[src/rtl/core_pkg.sv]
// Shared definitions for the RV32I core: operand widths, ALU/branch
// decode encodings and the load-use hazard FSM state type.
package core_pkg;

    localparam int XLEN = 32;
    localparam int REGW = 5;
    localparam int CNTW = 16;

    // ALU operation codes produced by the ALU control decode
    typedef enum logic [2:0] {
        ALU_ADD  = 3'b000,
        ALU_SUB  = 3'b001,
        ALU_SLL  = 3'b010,
        ALU_SLTU = 3'b011,
        ALU_SRL  = 3'b100,
        ALU_XOR  = 3'b101,
        ALU_OR   = 3'b110,
        ALU_AND  = 3'b111
    } alu_op_e;

    // Branch compare classes
    typedef enum logic [1:0] {
        BR_NONE = 2'b00,
        BR_NE   = 2'b01,
        BR_EQLT = 2'b10,
        BR_GE   = 2'b11
    } branch_op_e;

    // Load-use hazard FSM: RUN normally, BUBBLE for the cycle after a bubble
    typedef enum logic {
        HZ_RUN    = 1'b0,
        HZ_BUBBLE = 1'b1
    } hz_state_e;

endpackage

[src/rtl/id_ex_pipe_hazard_unit.sv]
// Load-use hazard detection for the ID/EX boundary. Compares the load in EX
// against the ID sources and inserts at most one bubble per load.
module hazard_unit
    import core_pkg::*;
#(
    parameter int REGW = 5
) (
    input  logic            clk,
    input  logic            rst,
    input  logic            ex_valid,
    input  logic            ex_mem_read,
    input  logic [REGW-1:0] ex_rd,
    input  logic            id_valid,
    input  logic [REGW-1:0] id_rs1,
    input  logic [REGW-1:0] id_rs2,
    input  logic            hold,
    input  logic            flush,
    output logic            bubble,
    output logic            id_stall
);

    hz_state_e state;
    hz_state_e state_next;
    logic      lu;

    // State register; reset always returns to RUN
    always_ff @(posedge clk) begin
        if (rst) begin
            state <= HZ_RUN;
        end else begin
            state <= state_next;
        end
    end

    // Hazard compare, stall request and next state; x0 never hazards
    always_comb begin
        state_next = state;
        bubble     = 1'b0;
        lu         = ex_valid && ex_mem_read && (ex_rd != '0) && id_valid &&
                     ((ex_rd == id_rs1) || (ex_rd == id_rs2));
        id_stall   = hold || (lu && (state == HZ_RUN) && !flush);
        if (flush) begin
            state_next = HZ_RUN;
        end else if (hold) begin
            state_next = state;
        end else if (lu && (state == HZ_RUN)) begin
            state_next = HZ_BUBBLE;
            bubble     = 1'b1;
        end else begin
            state_next = HZ_RUN;
        end
    end

endmodule

[src/rtl/id_ex_pipe.sv]
// ID/EX pipeline register with load-use bubble insertion, hold and flush.
// Optional saturating bubble/flush counters when ID_EX_PERF_COUNTERS_EN is defined.
module id_ex_pipe
    import core_pkg::*;
#(
    parameter int XLEN = core_pkg::XLEN,
    parameter int REGW = core_pkg::REGW,
    parameter int CNTW = core_pkg::CNTW
) (
    input  logic            clk,
    input  logic            rst,
    input  logic            id_valid,
    input  logic [XLEN-1:0] id_pc,
    input  logic [XLEN-1:0] id_rs1_data,
    input  logic [XLEN-1:0] id_rs2_data,
    input  logic [XLEN-1:0] id_imm,
    input  logic [REGW-1:0] id_rs1,
    input  logic [REGW-1:0] id_rs2,
    input  logic [REGW-1:0] id_rd,
    input  logic [2:0]      id_alu_control,
    input  logic [1:0]      id_branch_op,
    input  logic            id_sltc,
    input  logic            id_alu_src,
    input  logic            id_reg_write,
    input  logic            id_mem_read,
    input  logic            id_mem_write,
    input  logic            id_mem_to_reg,
    input  logic            hold,
    input  logic            flush,
    output logic            id_stall,
    output logic            ex_valid,
    output logic [XLEN-1:0] ex_pc,
    output logic [XLEN-1:0] ex_rs1_data,
    output logic [XLEN-1:0] ex_rs2_data,
    output logic [XLEN-1:0] ex_imm,
    output logic [REGW-1:0] ex_rs1,
    output logic [REGW-1:0] ex_rs2,
    output logic [REGW-1:0] ex_rd,
    output logic [2:0]      ex_alu_control,
    output logic [1:0]      ex_branch_op,
    output logic            ex_sltc,
    output logic            ex_alu_src,
    output logic            ex_reg_write,
    output logic            ex_mem_read,
    output logic            ex_mem_write,
`ifdef ID_EX_PERF_COUNTERS_EN
    output logic            ex_mem_to_reg,
    output logic [CNTW-1:0] bubble_cnt,
    output logic [CNTW-1:0] flush_cnt
`else
    output logic            ex_mem_to_reg
`endif
);

    logic bubble;

    hazard_unit #(.REGW(REGW)) u_hazard (
        .clk        (clk),
        .rst        (rst),
        .ex_valid   (ex_valid),
        .ex_mem_read(ex_mem_read),
        .ex_rd      (ex_rd),
        .id_valid   (id_valid),
        .id_rs1     (id_rs1),
        .id_rs2     (id_rs2),
        .hold       (hold),
        .flush      (flush),
        .bubble     (bubble),
        .id_stall   (id_stall)
    );

    // Register bank: flush or bubble kill controls but keep data, hold freezes all
    always_ff @(posedge clk) begin
        if (rst) begin
            ex_valid       <= 1'b0;
            ex_pc          <= '0;
            ex_rs1_data    <= '0;
            ex_rs2_data    <= '0;
            ex_imm         <= '0;
            ex_rs1         <= '0;
            ex_rs2         <= '0;
            ex_rd          <= '0;
            ex_alu_control <= '0;
            ex_branch_op   <= '0;
            ex_sltc        <= 1'b0;
            ex_alu_src     <= 1'b0;
            ex_reg_write   <= 1'b0;
            ex_mem_read    <= 1'b0;
            ex_mem_write   <= 1'b0;
            ex_mem_to_reg  <= 1'b0;
        end else if (flush || bubble) begin
            ex_valid       <= 1'b0;
            ex_alu_control <= '0;
            ex_branch_op   <= '0;
            ex_sltc        <= 1'b0;
            ex_alu_src     <= 1'b0;
            ex_reg_write   <= 1'b0;
            ex_mem_read    <= 1'b0;
            ex_mem_write   <= 1'b0;
            ex_mem_to_reg  <= 1'b0;
        end else if (!hold) begin
            ex_valid       <= id_valid;
            ex_pc          <= id_pc;
            ex_rs1_data    <= id_rs1_data;
            ex_rs2_data    <= id_rs2_data;
            ex_imm         <= id_imm;
            ex_rs1         <= id_rs1;
            ex_rs2         <= id_rs2;
            ex_rd          <= id_rd;
            ex_alu_control <= id_alu_control;
            ex_branch_op   <= id_branch_op;
            ex_sltc        <= id_sltc;
            ex_alu_src     <= id_alu_src;
            ex_reg_write   <= id_reg_write;
            ex_mem_read    <= id_mem_read;
            ex_mem_write   <= id_mem_write;
            ex_mem_to_reg  <= id_mem_to_reg;
        end
    end

`ifdef ID_EX_PERF_COUNTERS_EN
    // Saturating counters of inserted bubbles and flush edges
    always_ff @(posedge clk) begin
        if (rst) begin
            bubble_cnt <= '0;
            flush_cnt  <= '0;
        end else begin
            if (bubble && (bubble_cnt != '1)) begin
                bubble_cnt <= bubble_cnt + 1'b1;
            end
            if (flush && (flush_cnt != '1)) begin
                flush_cnt <= flush_cnt + 1'b1;
            end
        end
    end
`endif

endmodule

[config.mk]
export PLATFORM = sky130hd
export DESIGN_NAME = id_ex_pipe
export DESIGN_NICKNAME = d
export VERILOG_FILES = /design/src/rtl/core_pkg.sv /design/src/rtl/id_ex_pipe_hazard_unit.sv /design/src/rtl/id_ex_pipe.sv
export SDC_FILE = /design/constraint.sdc
export NUM_CORES = 1
export LEC_CHECK = 0
export ABC_AREA = 1
export CORE_AREA = 8 8 152 125
export CTS_BUF_LIST = sky130_fd_sc_hd__clkbuf_8
export DETAILED_ROUTE_END_ITERATION = 8
export DIE_AREA = 0 0 160 133
export GPL_ROUTABILITY_DRIVEN = 0
export PLACE_DENSITY = 0.82
export RECOVER_POWER = 25
export SLEW_MARGIN = 30
export SYNTH_ARGS = -nofsm -noshare
export SYNTH_HDL_FRONTEND = slang
export SYNTH_SLANG_ARGS = --single-unit
[constraint.sdc]
create_clock -name clk -period 1.9 [get_ports clk]
set_input_delay 0.475 -clock clk [delete_from_list [all_inputs] [get_ports clk]]
set_output_delay 0.475 -clock clk [all_outputs]
set_load 0.05 [all_outputs]
After elaboration in Yosys (flattened, before gate mapping)
Index checks and enable logic that the tools add are counted.
Widths: inputs -> output; s select.
{"block": "totals", "elab_cells": 39, "reg_bits": 156, "out_inout_bits": 156, "inputBits": 159}
{"block": "classes", "n_eq_ne": 2, "n_reduce_logical": 14, "n_mux": 3, "n_bitwise": 3}
{"operator": "$eq 5x5->1", "n": 2}
{"operator": "$logic_and 1x1->1", "n": 6}
{"operator": "$reduce_bool 5->1", "n": 1}
{"operator": "$reduce_or 2->1", "n": 2}
{"operator": "$logic_or 1x1->1", "n": 3}
{"operator": "$mux 1", "n": 3}
{"operator": "$not 1->1", "n": 3}
{"operator": "$reduce_and 2->1", "n": 1}
{"operator": "$logic_not 1->1", "n": 1}

Depth between registers and ports, before layout
{"block": "depth", "depth_word": 11, "ltp_mapped": 12}

Cells and area by module
From an unflattened synthesis, not the netlist that was laid out.
{"block": "hier_totals", "hier_cells": 1051, "hier_area_um2": 6975.4}
{"module": "id_ex_pipe", "cells_per_inst": 990, "area_per_inst_um2": 6691.4, "instances": 1}
{"module": "hazard_unit", "cells_per_inst": 61, "area_per_inst_um2": 284.0, "instances": 1}

Least setup slack after synthesis
Ideal clock, no wire load.
{"block": "synth_timing", "kind": "flip-flop to output port", "start": "register ex_rd[0]", "end": "output id_stall", "arrival_ns": 2.254, "n_path_buf": 2, "slack_ns": -0.829, "stages_incl_launch_ff": 11, "cell_sequence": "dfxtp_1 inv_1 nand2_1 nand2_1 nor2_1 nand3_1 nand2_2 nand2_4 buf_4 buf_2 o21ai_1"}
{"block": "synth_via", "elab_chain_cells": 7, "word_cells_on_any_way": 10}
{"item": "start: declaration", "line_no": "id_ex_pipe.sv:38", "text": "output logic [REGW-1:0] ex_rd,"}
{"item": "start signal: assignment", "line_no": "id_ex_pipe.sv:109", "text": "ex_rd <= id_rd;"}
{"item": "$reduce_bool 5->1", "line_no": "id_ex_pipe_hazard_unit.sv:39", "text": "lu = ex_valid && ex_mem_read && (ex_rd != '0) && id_valid &&"}
{"item": "$logic_and 1x1->1 (2 in a row)", "line_no": "id_ex_pipe_hazard_unit.sv:39"}
{"item": "$logic_and 1x1->1 (*)", "line_no": "id_ex_pipe_hazard_unit.sv:39"}
{"item": "$logic_and 1x1->1 (*) (2 in a row)", "line_no": "id_ex_pipe_hazard_unit.sv:41", "text": "id_stall = hold || (lu && (state == HZ_RUN) && !flush);"}
{"item": "$logic_or 1x1->1 (*)", "line_no": "id_ex_pipe_hazard_unit.sv:41"}
{"item": "end: declaration", "line_no": "id_ex_pipe.sv:30", "text": "output logic id_stall,"}
Mark *: on every way between the ends. The rest lies on a longest branch, timed or not.

Final worst setup path
{"block": "layout_timing", "start": "input id_rs1[2]", "end": "output id_stall"}
{"block": "layout_via", "elab_chain_cells": 6}
{"item": "start: declaration", "line_no": "id_ex_pipe.sv:17", "text": "input logic [REGW-1:0] id_rs1,"}
{"item": "$eq 5x5->1", "line_no": "id_ex_pipe_hazard_unit.sv:40", "text": "((ex_rd == id_rs1) || (ex_rd == id_rs2));"}
{"item": "$logic_or 1x1->1", "line_no": "id_ex_pipe_hazard_unit.sv:40"}
{"item": "$logic_and 1x1->1", "line_no": "id_ex_pipe_hazard_unit.sv:39"}
{"item": "$logic_and 1x1->1 (2 in a row)", "line_no": "id_ex_pipe_hazard_unit.sv:41"}
{"item": "$logic_or 1x1->1", "line_no": "id_ex_pipe_hazard_unit.sv:41"}
No other way between the ends.

==> flow_metrics.env <==
export IMPL_totalNegativeSetupSlack_ps=-314
export IMPL_switching_power_uw=2750
export IMPL_clockRootBuffer="sky130_fd_sc_hd__clkbuf_8"
export IMPL_synth_net_count=1201
export IMPL_sw_frac_of_total_pct=33.6
export IMPL_drt_antenna_violating_nets=0
export IMPL_worst_path_max_fanout=2
export IMPL_synth_edff_count=0
export IMPL_max_slew_worst_pin_slew_ps=314
export IMPL_place_detailed_hpwl_um=16900
export IMPL_clkPwrFrac_pct=29.5
export IMPL_placeableCoreArea_um2=16400
export IMPL_place_area_um2=10300
export IMPL_first_global_vias=7078
export IMPL_post_synthesis_mean_instance_area_um2=6.70
export IMPL_power_static_leakage_uw=0.00537
export IMPL_clock_latency_ps=450
export IMPL_area_growth_synth_to_final_pct=52.4
export IMPL_count_of_unresolved_drc_violations_after_routing=0
export IMPL_worst_setup_path_end_kind="output port"
export IMPL_drive_gt1_share_pct=20.6
export IMPL_drt_total_wl_um=22800
export IMPL_fp_dieW_um=160
export IMPL_ys_top_cells_by_count="sky130_fd_sc_hd__nand2_1, sky130_fd_sc_hd__dfxtp_1, sky130_fd_sc_hd__a21oi_1"
export IMPL_ys_seq_area_share_pct=44.7
export IMPL_clk_pin_slew_ps=80
export IMPL_globalRouteOverflowTotal=0
export IMPL_power_share_sequential_pct=44.0
export IMPL_dpl_worst_slack_ps=-425
export IMPL_number_of_drc_markers_in_iteration_0=422
export IMPL_worstPathArrival_ps=1740
export IMPL_share_of_the_synthesized_area_in_compound_gates_ao_oa_aoi_oai_pct=11.3
export IMPL_grt_usage_pct=20.6
export IMPL_h_tree_depth=4
export IMPL_hold_class="reg -> reg"
export IMPL_share_of_the_clock_period_used_by_the_worst_path_after_layout_pct=117
export IMPL_post_synth_and_or_nand_nor_area_fraction_pct=29.5
export IMPL_grt_antenna_before_repair=0
export IMPL_report_power_total_uw=8170
export IMPL_max_freq_ghz=0.452
export IMPL_largest_family_of_logic_cells_by_synthesized_area="simple AND/OR/NAND/NOR gates"
export IMPL_setup_violations_final=1
export IMPL_reg2reg_setup_slack_ps=100
export IMPL_std_cell_rows=42
export IMPL_grt_setup_unrepaired="yes"
export IMPL_netlist_instances=1042
export IMPL_dieArea_um2=21300
export IMPL_yosysUniqueCellTypes=19
export IMPL_clock_tree_from_tritoncts="built"
export IMPL_vias=7508
export IMPL_worstPathRequired_ps=1420
export IMPL_cts_buffers_inserted=17
export IMPL_design_portCount=315
export IMPL_maxCapViolations=0
export IMPL_place_port_buffers=314
export IMPL_violations_in_the_final_reports="setup timing"
export IMPL_period_needed_ps=2210
export IMPL_yosys_warnings=0
export IMPL_cts_num_sinks=156
export IMPL_grt_first_pass_wirelength_um=36000
export IMPL_combinationalPowerShare_pct=26.5
export IMPL_synth_area_leaders="sky130_fd_sc_hd__dfxtp_1, sky130_fd_sc_hd__a21oi_1, sky130_fd_sc_hd__nand3_1"
export IMPL_vdd_ir_drop_max_mv=0.583
export IMPL_power_report_internal_total_uw=5420
export IMPL_slew_violations=0
export IMPL_post_synth_top_count_cell="sky130_fd_sc_hd__nand2_1"
export IMPL_antenna_cells_inserted=0
export IMPL_die_height_um=133
export IMPL_post_drt_via_cell_ratio=4.70
export IMPL_synth_seq_cells=156
export IMPL_hold_violations=0
export IMPL_final_critical_path_setup_slack_ps=-314
export IMPL_synth_flop_cell="sky130_fd_sc_hd__dfxtp_1"
export IMPL_finish_utilization_pct=64.9
export IMPL_synthDominantCellAreaShare_pct=44.7
export IMPL_cell_area_after_layout_um2=10600
export IMPL_grt_start_max_net_pins=45
export IMPL_clock_tree_buffer_depth=2
export IMPL_worst_setup_path_type="in -> out"
export IMPL_fin_worst_skew_ps=12.0
export IMPL_firstDrtPassIters=5
export IMPL_cell_type_contributing_the_most_total_cell_area_after_synthesis="sky130_fd_sc_hd__dfxtp_1"
export IMPL_async_reset_ff_share_pct=0
export IMPL_synth_area_um2=6980
export IMPL_timing_slew_headroom_pct=79.1
export IMPL_power_density_nw_per_um2=768
export IMPL_layout_nets=1525
export IMPL_mux_share_of_post_synthesis_cell_area_pct=0
export IMPL_worst_setup_path_start_kind="input port"
export IMPL_outcome="finished, violations left"
export IMPL_synth_adder_area_share_pct=0
export IMPL_wl_per_cell_um=14.3
export IMPL_post_synthesis_xor_xnor_area_fraction_pct=0.251
export IMPL_initial_utilization_pct=42.6
==> stage by stage <==
stage / hold WS [ps] / instances
6_report: 466 / 1599
5_1_grt: 483 / 1599
4_1_cts: 468 / 1596
3_5_place_dp: 456 / 1552
3_3_place_gp: 449 / 1552
2_1_floorplan: 451 / 1042
==> power groups by stage <==
stage	Combinational, µW	Sequential (µW)	Clock, µW
2_1_floorplan	572	4380	0
3_3_place_gp	2180	3660	0
6_report	2160	3600	2410
3_5_place_dp	2210	3670	0
4_1_cts	2220	3600	2460
5_1_grt	2320	3620	2620
==> cells in the final DEF (no fill, tap or decap), types with 2 or more instances in the layout <==
| cell type | synthesis | routed |
|---|---|---|
| sky130_fd_sc_hd__inv_6 | 0 | 3 |
| sky130_fd_sc_hd__nor2_1 | 151 | 150 |
| sky130_fd_sc_hd__nand2_2 | 1 | 2 |
| sky130_fd_sc_hd__buf_6 | 10 | 2 |
| sky130_fd_sc_hd__nand3_2 | 0 | 2 |
| sky130_fd_sc_hd__nand3_1 | 148 | 146 |
| sky130_fd_sc_hd__inv_4 | 0 | 3 |
| sky130_fd_sc_hd__buf_12 | 0 | 21 |
| sky130_fd_sc_hd__inv_1 | 148 | 145 |
| sky130_fd_sc_hd__inv_2 | 4 | 6 |
| sky130_fd_sc_hd__clkbuf_8 | 0 | 19 |
| sky130_fd_sc_hd__clkdlybuf4s50_1 | 0 | 149 |
| sky130_fd_sc_hd__dfxtp_4 | 0 | 5 |
| sky130_fd_sc_hd__dlygate4sd2_1 | 0 | 8 |
| sky130_fd_sc_hd__clkinvlp_4 | 0 | 4 |
| sky130_fd_sc_hd__buf_4 | 7 | 129 |
| sky130_fd_sc_hd__clkinv_2 | 0 | 2 |
| sky130_fd_sc_hd__xnor2_1 | 2 | 2 |
| sky130_fd_sc_hd__nand2_1 | 192 | 190 |
| sky130_fd_sc_hd__clkbuf_2 | 0 | 76 |
| sky130_fd_sc_hd__a21oi_1 | 155 | 154 |
| sky130_fd_sc_hd__dfxtp_1 | 156 | 149 |
| sky130_fd_sc_hd__dfxtp_2 | 0 | 2 |
==> repair_timing <==
action / 4_1_cts / 5_1_grt
setup endpoints to repair: 1 / 2
hold buffers: 0 / 0
setup buffers: 12 / 3
cloned: 0 / 0
resized for setup: 9 / 14
pin swaps: 9 / 8
==> critical path, stage by stage <==
cell                              delay [ps]
sky130_fd_sc_hd__clkdlybuf4s50_1         510
sky130_fd_sc_hd__xnor2_1                 120
sky130_fd_sc_hd__nand3_1                 130
sky130_fd_sc_hd__nand2_4                 130
sky130_fd_sc_hd__nand2_8                  60
sky130_fd_sc_hd__o21ai_4                 160
sky130_fd_sc_hd__buf_12                  150
==> final timing paths <==
check	endpoint	cells after the start	startpoint
worst max-delay path	id_stall	7	id_rs1[2]
worst min register to register	ex_alu_src$_SDFFE_PP0N_	2	ex_alu_src$_SDFFE_PP0N_
worst max register to register	ex_rs1_data[23]$_SDFFE_PP0P_	11	ex_rd[1]$_SDFFE_PP0P_
worst min-delay path	ex_alu_src$_SDFFE_PP0N_	2	ex_alu_src$_SDFFE_PP0N_
==> final cells by class <==
class                   instances  area, µm²
clock buffers                  19        262
clock inverters                13        115
fillers                      1478       5760
inverters                     152        576
multi-input cells             654       2910
flip-flops and latches        156       3140
well taps                     220        275
repair buffers                385       3350
==> cells by family (layout without fill, tap and decap cells) <==
group,after synthesis,after routing
AO/OA/AOI/OAI,157,157
buffers and inverters,232,569
XOR/XNOR,2,2
flip-flops,156,156
AND/OR/NAND/NOR,495,495
==> per-layer routing <==
metal  part of all wire, %  track usage, %  vias up
met5                     0               0        -
met4                   2.3            8.45        0
met3                   8.6            7.81       37
met2                    47            34.1      250
met1                    42            23.6     3333
li1                      -               -     3888
No activity file was read; power rests on OpenSTA's default activity.
